### config.mk
export PLATFORM = sky130hd
export DESIGN_NAME = key_debouncer
export DESIGN_NICKNAME = d
export VERILOG_FILES = /design/src/rtl/key_debouncer.sv
export SDC_FILE = /design/constraint.sdc
export NUM_CORES = 1
export LEC_CHECK = 0
export CORE_ASPECT_RATIO = 1.5
export CORE_MARGIN = 4
export CORE_UTILIZATION = 45
export CTS_BUF_LIST = sky130_fd_sc_hd__clkbuf_2
export DETAILED_ROUTE_END_ITERATION = 16
export GPL_TIMING_DRIVEN = 0
export PLACE_DENSITY = 0.73
export SETUP_SLACK_MARGIN = 0.15
export SLEW_MARGIN = 20
export SYNTH_ARGS = -nofsm -noshare
export SYNTH_HDL_FRONTEND = slang
export SYNTH_SLANG_ARGS = --single-unit
### constraint.sdc
create_clock -name FPGA_CLK1_50 -period 3.1 [get_ports FPGA_CLK1_50]
set_input_delay 0.465 -clock FPGA_CLK1_50 [delete_from_list [all_inputs] [get_ports FPGA_CLK1_50]]
set_output_delay 0.465 -clock FPGA_CLK1_50 [all_outputs]
set_load 0.05 [all_outputs]
### src/rtl/key_debouncer.sv
// -----------------------------------------------------------------------------
// key_debouncer
//   Conditioning stage for active-low board push-buttons. Each key channel
//   has a two-flop synchronizer, a stability counter and a two-state
//   (UP/DOWN) acceptance FSM. It produces a clean level and one-cycle
//   press/release pulses.
//
//   Optional long-press detector: define KEY_DEBOUNCER_LONG_PRESS_EN to build
//   a per-channel hold timer. This timer emits one key_long pulse
//   LONG_PRESS_COUNT cycles after the key_press pulse. Without the macro,
//   key_long is tied to 0 and no hold timer exists.
//
//   Every output comes from a register, so there is no combinational path
//   from KEY to any output.
// -----------------------------------------------------------------------------

// One debounce channel. It sees only the synchronized pin (0 = pressed).
module key_debouncer_channel #(
    parameter int DEBOUNCE_COUNT   = 1_000_000,
    parameter int LONG_PRESS_COUNT = 50_000_000
) (
    input  logic clk,
    input  logic rst_n,
    input  logic pin,
    output logic level,
    output logic press,
    output logic lift,
    output logic held
);

    // The stability counter only needs to reach DEBOUNCE_COUNT-1. It clears
    // on that value, so it never wraps.
    localparam int                 CNT_W    = $clog2(DEBOUNCE_COUNT);
    localparam logic [CNT_W-1:0]   CNT_LAST = CNT_W'(DEBOUNCE_COUNT - 1);

    // A legal configuration needs a window of at least two cycles and a
    // long-press time beyond the debounce time.
    localparam bit CFG_OK = (DEBOUNCE_COUNT >= 2) && (LONG_PRESS_COUNT > DEBOUNCE_COUNT);

    typedef enum logic {
        UP   = 1'b0,
        DOWN = 1'b1
    } state_t;

    state_t           state;
    logic [CNT_W-1:0] cnt;
    logic             mismatch;
    logic             accept;

    // A mismatch means the synchronized pin disagrees with the accepted
    // state: pin low while UP, or pin high while DOWN.
    assign mismatch = (state == UP) ? ~pin : pin;

    // The change is accepted when the last cycle of the window still
    // disagrees with the accepted state.
    assign accept   = mismatch && (cnt == CNT_LAST);

    // DOWN is a register, so level is glitch-free.
    assign level    = (state == DOWN);

    // Acceptance FSM, stability counter and press/release event registers.
    always_ff @(posedge clk or negedge rst_n) begin
        if (!rst_n) begin
            state <= UP;
            cnt   <= '0;
            press <= 1'b0;
            lift  <= 1'b0;
        end else begin
            // Events default low, so each pulse lasts exactly one cycle.
            press <= 1'b0;
            lift  <= 1'b0;
            if (mismatch) begin
                if (accept) begin
                    cnt <= '0;
                    if (state == UP) begin
                        state <= DOWN;
                        press <= 1'b1;
                    end else begin
                        state <= UP;
                        lift  <= 1'b1;
                    end
                end else begin
                    cnt <= cnt + 1'b1;
                end
            end else begin
                // Agreement, even for one cycle, restarts the window.
                // Bounce therefore never accumulates.
                cnt <= '0;
            end
        end
    end

`ifdef KEY_DEBOUNCER_LONG_PRESS_EN
    localparam int                  HOLD_W    = $clog2(LONG_PRESS_COUNT + 1);
    localparam logic [HOLD_W-1:0]   HOLD_MAX  = HOLD_W'(LONG_PRESS_COUNT);
    localparam logic [HOLD_W-1:0]   HOLD_LAST = HOLD_W'(LONG_PRESS_COUNT - 1);

    logic [HOLD_W-1:0] hold_cnt;

    // Hold timer: counts cycles spent in DOWN and saturates at the limit.
    // It fires once when it reaches the limit, so a long press gives one
    // pulse with no repeat.
    always_ff @(posedge clk or negedge rst_n) begin
        if (!rst_n) begin
            hold_cnt <= '0;
            held     <= 1'b0;
        end else begin
            held <= 1'b0;
            // Stay-in-DOWN cycles only. The entry edge and the release edge
            // both leave the timer at 0.
            if ((state == DOWN) && !accept) begin
                if (hold_cnt != HOLD_MAX) begin
                    hold_cnt <= hold_cnt + 1'b1;
                    held     <= (hold_cnt == HOLD_LAST);
                end
            end else begin
                hold_cnt <= '0;
            end
        end
    end
`else
    assign held = 1'b0;
`endif

    // Runtime guards: the configuration must be legal, and press and release
    // must never coincide.
    a_cfg_ok: assert property (@(posedge clk) CFG_OK);
    a_press_xor_lift: assert property (@(posedge clk) disable iff (!rst_n) !(press && lift));

endmodule

// Top level: synchronizes the raw pins and instantiates one channel per key.
module key_debouncer #(
    parameter int NUM_KEYS         = 2,
    parameter int DEBOUNCE_COUNT   = 1_000_000,
    parameter int LONG_PRESS_COUNT = 50_000_000
) (
    input  logic                FPGA_CLK1_50,
    input  logic                rst,
    input  logic [NUM_KEYS-1:0] KEY,
    output logic [NUM_KEYS-1:0] key_level,
    output logic [NUM_KEYS-1:0] key_press,
    output logic [NUM_KEYS-1:0] key_release,
    output logic [NUM_KEYS-1:0] key_long
);

    logic [NUM_KEYS-1:0] sync_meta;
    logic [NUM_KEYS-1:0] sync_key;

    // Two-flop synchronizer. Both stages reset to 1 (released), so a held
    // key after reset goes through the full debounce window.
    always_ff @(posedge FPGA_CLK1_50 or negedge rst) begin
        if (!rst) begin
            sync_meta <= '1;
            sync_key  <= '1;
        end else begin
            // NOTE: non-blocking assignments make the two stages shift
            // together. With blocking assignments, sync_key would take KEY
            // in the same edge and the synchronizer would collapse to one
            // flop.
            sync_meta <= KEY;
            sync_key  <= sync_meta;
        end
    end

    // Fully independent channels. Events on several keys in the same cycle
    // are all reported in that cycle.
    for (genvar i = 0; i < NUM_KEYS; i++) begin : g_chan
        key_debouncer_channel #(
            .DEBOUNCE_COUNT  (DEBOUNCE_COUNT),
            .LONG_PRESS_COUNT(LONG_PRESS_COUNT)
        ) u_chan (
            .clk  (FPGA_CLK1_50),
            .rst_n(rst),
            .pin  (sync_key[i]),
            .level(key_level[i]),
            .press(key_press[i]),
            .lift (key_release[i]),
            .held (key_long[i])
        );
    end

endmodule

=== After elaboration in Yosys (flattened, before gate mapping) ===
Index checks and enable logic that the tools add are counted.

* Register bits after elaboration: 50
* Bits in latches: 0
* Memory bits (writable): 0
* Bits in read-only memories: 0
* Output and inout port bits: 8
* Logic and storage cells: 38
* Memories kept: 0

* Add/subtract/negate cells: 2
* $mul: 0
* Div/mod/pow operators: 0
* $lt $le $gt $ge: 0
* Equal/unequal tests: 2
* Shift operators: 0
* Multiplexer cells: 18
* Bitwise logic cells: 2
* Reduce and logical (&&, ||, !) cells: 4

{| class="wikitable"
|+ Operators by type and width
! operator !! count
|-
| 20-bit two-way mux || 4
|-
| 20-bit by 1-bit adder with 20-bit output (second input constant) || 2
|-
| 20-bit == test (second input constant) || 2
|-
| 1-bit two-way mux || 14
|-
| 2-bit AND reduction || 2
|-
| 1-bit logical AND || 2
|-
| 1-bit NOT || 2
|}

=== Logic depth before layout (Yosys ltp) ===
* Depth after elaboration: 5
* Gate-level depth with buffers: 6

=== By module ===
From an unflattened synthesis, not the netlist that was laid out.

* Cell total of the unflattened synthesis: 226
* Area, all modules: 2334.7 um^2

{| class="wikitable"
|+ Modules (own cells, without submodules)
! module !! instances !! cells an instance !! area an instance (um^2) !! seq. area each (um^2)
|-
| key_debouncer_channel || 2 || 111 || 1114.8 || 575.6
|-
| key_debouncer || 1 || 4 || 105.1 || 105.1
|}

=== Worst setup path after synthesis ===
Ideal clock, no wire load.

* Path type: register to register
* From: register g_chan[1].u_chan.cnt[7]
* To: register g_chan[1].u_chan.cnt[17]
* Library setup time: 0.078 ns
* Arrival time: 1.890 ns
* Path slack: 1.132 ns
* Stages on the path, launching flop included: 7
* Buffers on the path: 2
* Clock period less this slack: 1.968 ns
* Cells stage by stage: dfrtp_1 clkbuf_1 nand4_1 or4_1 buf_2 or4b_1 a21oi_1

* Longest elaborated chain between the ends: 4
* Elaborated cells on any way between the ends: 5
* Classes of those cells: add/sub (1); eq/ne (1); mux (2); reduce/logical (1)

{| class="wikitable"
|+ Ends and longest elaborated chain
! element !! RTL line !! text
|-
| start: declaration || 46 || <nowiki>logic [CNT_W-1:0] cnt;</nowiki>
|-
| start signal: assignment || 83 || <nowiki>cnt <= cnt + 1'b1;</nowiki>
|-
| parallel branches: the longest is 2 deep, another holds 20-bit by 1-bit adder with 20-bit output || -- ||
|-
| 20-bit two-way mux (*) || 73 || <nowiki>if (accept) begin</nowiki>
|-
| 20-bit two-way mux (*) || 72 || <nowiki>if (mismatch) begin</nowiki>
|}

Every way passes the cells marked *.
A chain may end at the register's enable or synchronous reset.

=== Final worst setup path ===
* From: register g_chan[1].u_chan.cnt[7]
* To: register g_chan[1].u_chan.cnt[12]

The elaborated chain is that of the path after synthesis.

==> flow_summary_export.csv <==
group,metric,value,unit
outcome,status,"finished clean",
clocking,tritoncts,"built",
power_and_ir_drop,p_total,1063,uW
floorplanning,rows,32,
floorplanning,die_h,97.74,um
power_and_ir_drop,pwr-share-clk,0.320,
synthesis,synth_top_family_by_area,"simple AND/OR/NAND/NOR gates",
final_layout,n_antenna_cell,0,
critical_path,setup.worst_path.start,"g_chan[1].u_chan.cnt[7]",
min_path,hold_class,"flop to flop",
power_and_ir_drop,internal_power,820.4,uW
placed_design,place_congestion,0.7822,
job,cap_violations,0,
critical_path,cp_max_fo,10,
sta,finClkSkew,0.01916,ns
floorplanning,die_w,67.83,um
sta,rsz0062_at_grt,"false",
sta,worstMarginPinSlew,0.7690,ns
clocking,htree_levels,2,
power_and_ir_drop,p_sw,242.6,uW
power_and_ir_drop,vdd_drop_max,0.0002690,V
clocking,clock_sinks,50,
critical_path,crit_end,"g_chan[1].u_chan.cnt[12]",
sta,setup_viol,0,
final_layout,layout_common_cells,"dfrtp_1, nor2_1, nand3_1",
critical_path,criticalPathCategory,"flop to flop",
critical_path,worstPathArrival,2.68,ns
sta,final.min_clock_period,2.350,ns
sta,max_freq,425.4,MHz
final_layout,area_growth,11.24,%
critical_path,reg2regPathDepth,6,
synthesis,yosys_warnings,0,
clocking,cts_resized,0,
final_layout,fin_cells,324,
placed_design,dp_hpwl,3175,um
global_route,antenna_found_initial,0,
synthesis,synthAdderAreaFrac,0.01036,
critical_path,regToRegSetupSlack,0.75,ns
critical_path,start_kind,"flop",
critical_path,slowest_delay,0.58,ns
global_route,grt_pass1_vias,1721,
clocking,cts_setup_buffers,0,
final_layout,layout.filler_cells,453,
synthesis,ys_ff_latch,50,
power_and_ir_drop,swShare,0.2283,
detailed_routing,final_antenna_net_count,0,
floorplanning,initial_utilization,0.4678,
global_route,grt_usage,0.1497,
global_route,grt_overflow,0,
synthesis,synth.avg_cell_area,10.24,um2
power_and_ir_drop,p_seq_frac,0.634,
clocking,clock-root-buffer,"clkbuf_2",
detailed_routing,firstDrtPassIters,4,
power_and_ir_drop,leakage,0.001100,uW
critical_path,cp_cell_sequence,"clkbuf_1 -> nor4_1 -> nand4b_1 -> o31ai_2 -> clkbuf_1 -> nor2_1",
synthesis,synth_compound_gate_area_share,0.06836,
placed_design,port_buffers,9,
synthesis,synth-simple-area-share,0.2574,
clocking,clockBufferDepth,2,
detailed_routing,post_drt_wl_per_cell,13.63,um
detailed_routing,via_per_inst,5.429,
synthesis,post_synth_mux_area_share,0.008286,
detailed_routing,vias,1759,
sta,setup_slack,0.7495,ns
critical_path,cpMostUsedCell,"clkbuf_1",
placed_design,preCtsSetupSlack,0.7618,ns
placed_design,numPlacedInstances,315,
synthesis,ys_types,35,
critical_path,cp.required,3.43,ns
synthesis,synth_seq_area_share,0.5199,
detailed_routing,postRouteWirelength,4416,um
final_layout,drive_gt1_frac,0.1133,
synthesis,synth-xor-area-share,0.09425,
power_and_ir_drop,comb_power_share,0.046,
detailed_routing,first_iter_violations,94,
critical_path,r2r-start,"g_chan[1].u_chan.cnt[7]",
clocking,clock_latency,0.42,ns
clocking,numCtsBuffers,5,
detailed_routing,drc,0,
floorplanning,io_pins,12,
sta,slew_violations,0,
sta,setup_tns,0,ns
global_route,grt_max_degree,27,
sta,hold-worst-slack,0.3618,ns
sta,period_share,0.7582,
critical_path,endpoint_kind,"flop",
global_route,grt_pass1_wl,7714,um
floorplanning,die-area,6629,um2
clocking,path_clk_slew,0.24,ns
sta,hold_viol_final,0,
floorplanning,coreArea,5165,um2
synthesis,synth_cells,236,
final_layout,layout_commonest_cell,"dfrtp_1",
sta,relSlewSlack,0.4842,
critical_path,cp_slowest_cell,"o31ai_2",
final_layout,final_nets,261,
power_and_ir_drop,powerDensity,395.5,nW/um2
synthesis,synthesis.area,2416,um2
critical_path,r2r_end,"g_chan[1].u_chan.cnt[12]",
-- critical path, delay by kind of cell, from the launching register on --
family                 cells  cell delay [ns]
AOI/OAI and AO/OA          1             0.58
buffers and inverters      2             0.59
DFF                        1             0.42
and+or+nand+nor            3             0.66
-- metrics by stage --
step | instance area [um2] | utilization
floorplan | 2420 | -
global placement | 2595 | 0.5024
detailed placement | 2610 | 0.5053
CTS | 2688 | 0.5203
global route | 2688 | 0.5203
finish | 2688 | 0.5203
-- state kept, by name, summed over array words and instances (netlist names) --
name / flops
g_chan.u_chan.lift: 2
sync_key: 2
sync_meta: 2
g_chan.u_chan.level: 2
g_chan.u_chan.press: 2
g_chan.u_chan.cnt: 40
-- cell usage after synthesis --
| cell | number | share of area |
|---|---|---|
| dfrtp_1 | 46 | 0.48 |
| nor2_1 | 30 | 0.047 |
| nand3_1 | 16 | 0.033 |
| xnor2_1 | 14 | 0.051 |
| nand2_1 | 13 | 0.020 |
| a21oi_1 | 12 | 0.025 |
| xor2_1 | 12 | 0.044 |
| nand4_1 | 10 | 0.026 |
| buf_4 | 8 | 0.025 |
| o31ai_1 | 8 | 0.025 |
| or4_1 | 8 | 0.025 |
| and3_1 | 7 | 0.018 |
| nor3_1 | 5 | 0.010 |
| nor4_1 | 5 | 0.013 |
| clkbuf_1 | 4 | 0.0062 |
| dfstp_2 | 4 | 0.044 |
| o21ai_0 | 4 | 0.0083 |
| or3_1 | 4 | 0.010 |
| inv_1 | 3 | 0.0047 |
| and2_1 | 2 | 0.0052 |
| and4_1 | 2 | 0.0073 |
| buf_2 | 2 | 0.0041 |
| ha_1 | 2 | 0.010 |
| mux2i_1 | 2 | 0.0083 |
| o31ai_2 | 2 | 0.010 |
| or4b_1 | 2 | 0.0083 |
| and3b_1 | 1 | 0.0036 |
| and4_2 | 1 | 0.0041 |
| conb_1 | 1 | 0.0016 |
| nand4_4 | 1 | 0.0088 |
| nand4b_1 | 1 | 0.0036 |
| nor2b_1 | 1 | 0.0026 |
| nor4b_1 | 1 | 0.0036 |
| nor4bb_1 | 1 | 0.0041 |
| or4_2 | 1 | 0.0036 |
-- worst min path at each step --
stage	startpoint	end	cells past startpoint
floorplan	rst	g_chan[0].u_chan.cnt[0]	0
global placement	sync_meta[1]	sync_key[1]	0
detailed placement	sync_meta[1]	sync_key[1]	0
CTS	sync_meta[1]	sync_key[1]	0
global route	KEY[1]	sync_meta[1]	1
finish	sync_meta[1]	sync_key[1]	0
-- cell type report --
cell class,count,area (um2),area share
buffer,14,85.08,0.03166
timing repair buffer,11,115.1,0.04283
multi-input combinational,170,1067,0.3971
tap,68,85.08,0.03166
clock buffer,6,30.03,0.01117
sequential,50,1256,0.4674
inverter,3,11.26,0.004190
clock inverter,2,37.54,0.01397
-- routing by layer --
metal	global-route usage	vias up	share of wire
li1	-	877	-
met1	0.1775	851	0.41
met4	0.06279	0	0.020
met3	0.03797	7	0.031
met2	0.2506	24	0.53
met5	0	-	0
-- cell families after synthesis --
group,after synthesis
AOI/OAI and AO/OA,26
xor gates and xnor gates,26
adders and majority gates,2
buffers and inverters,17
DFF,50
muxes,2
other,1
and+or+nand+nor,112
-- power groups by stage --
stage	registers (uW)	clock network (uW)	logic [uW]
3_5_place_dp	684	0	49.9
6_report	673	340	49.2
2_1_floorplan	682	0	24.9
3_3_place_gp	684	0	46.5
4_1_cts	674	355	51.3
5_1_grt	675	383	56.7
-- repair_timing --
| action | CTS | global route |
|---|---|---|
| hold buffers | 1 | 0 |
| hold endpoints to repair | 11 | 0 |
| endpoints found under the setup margin | 0 | 0 |
(Power assumes the default switching activity.)
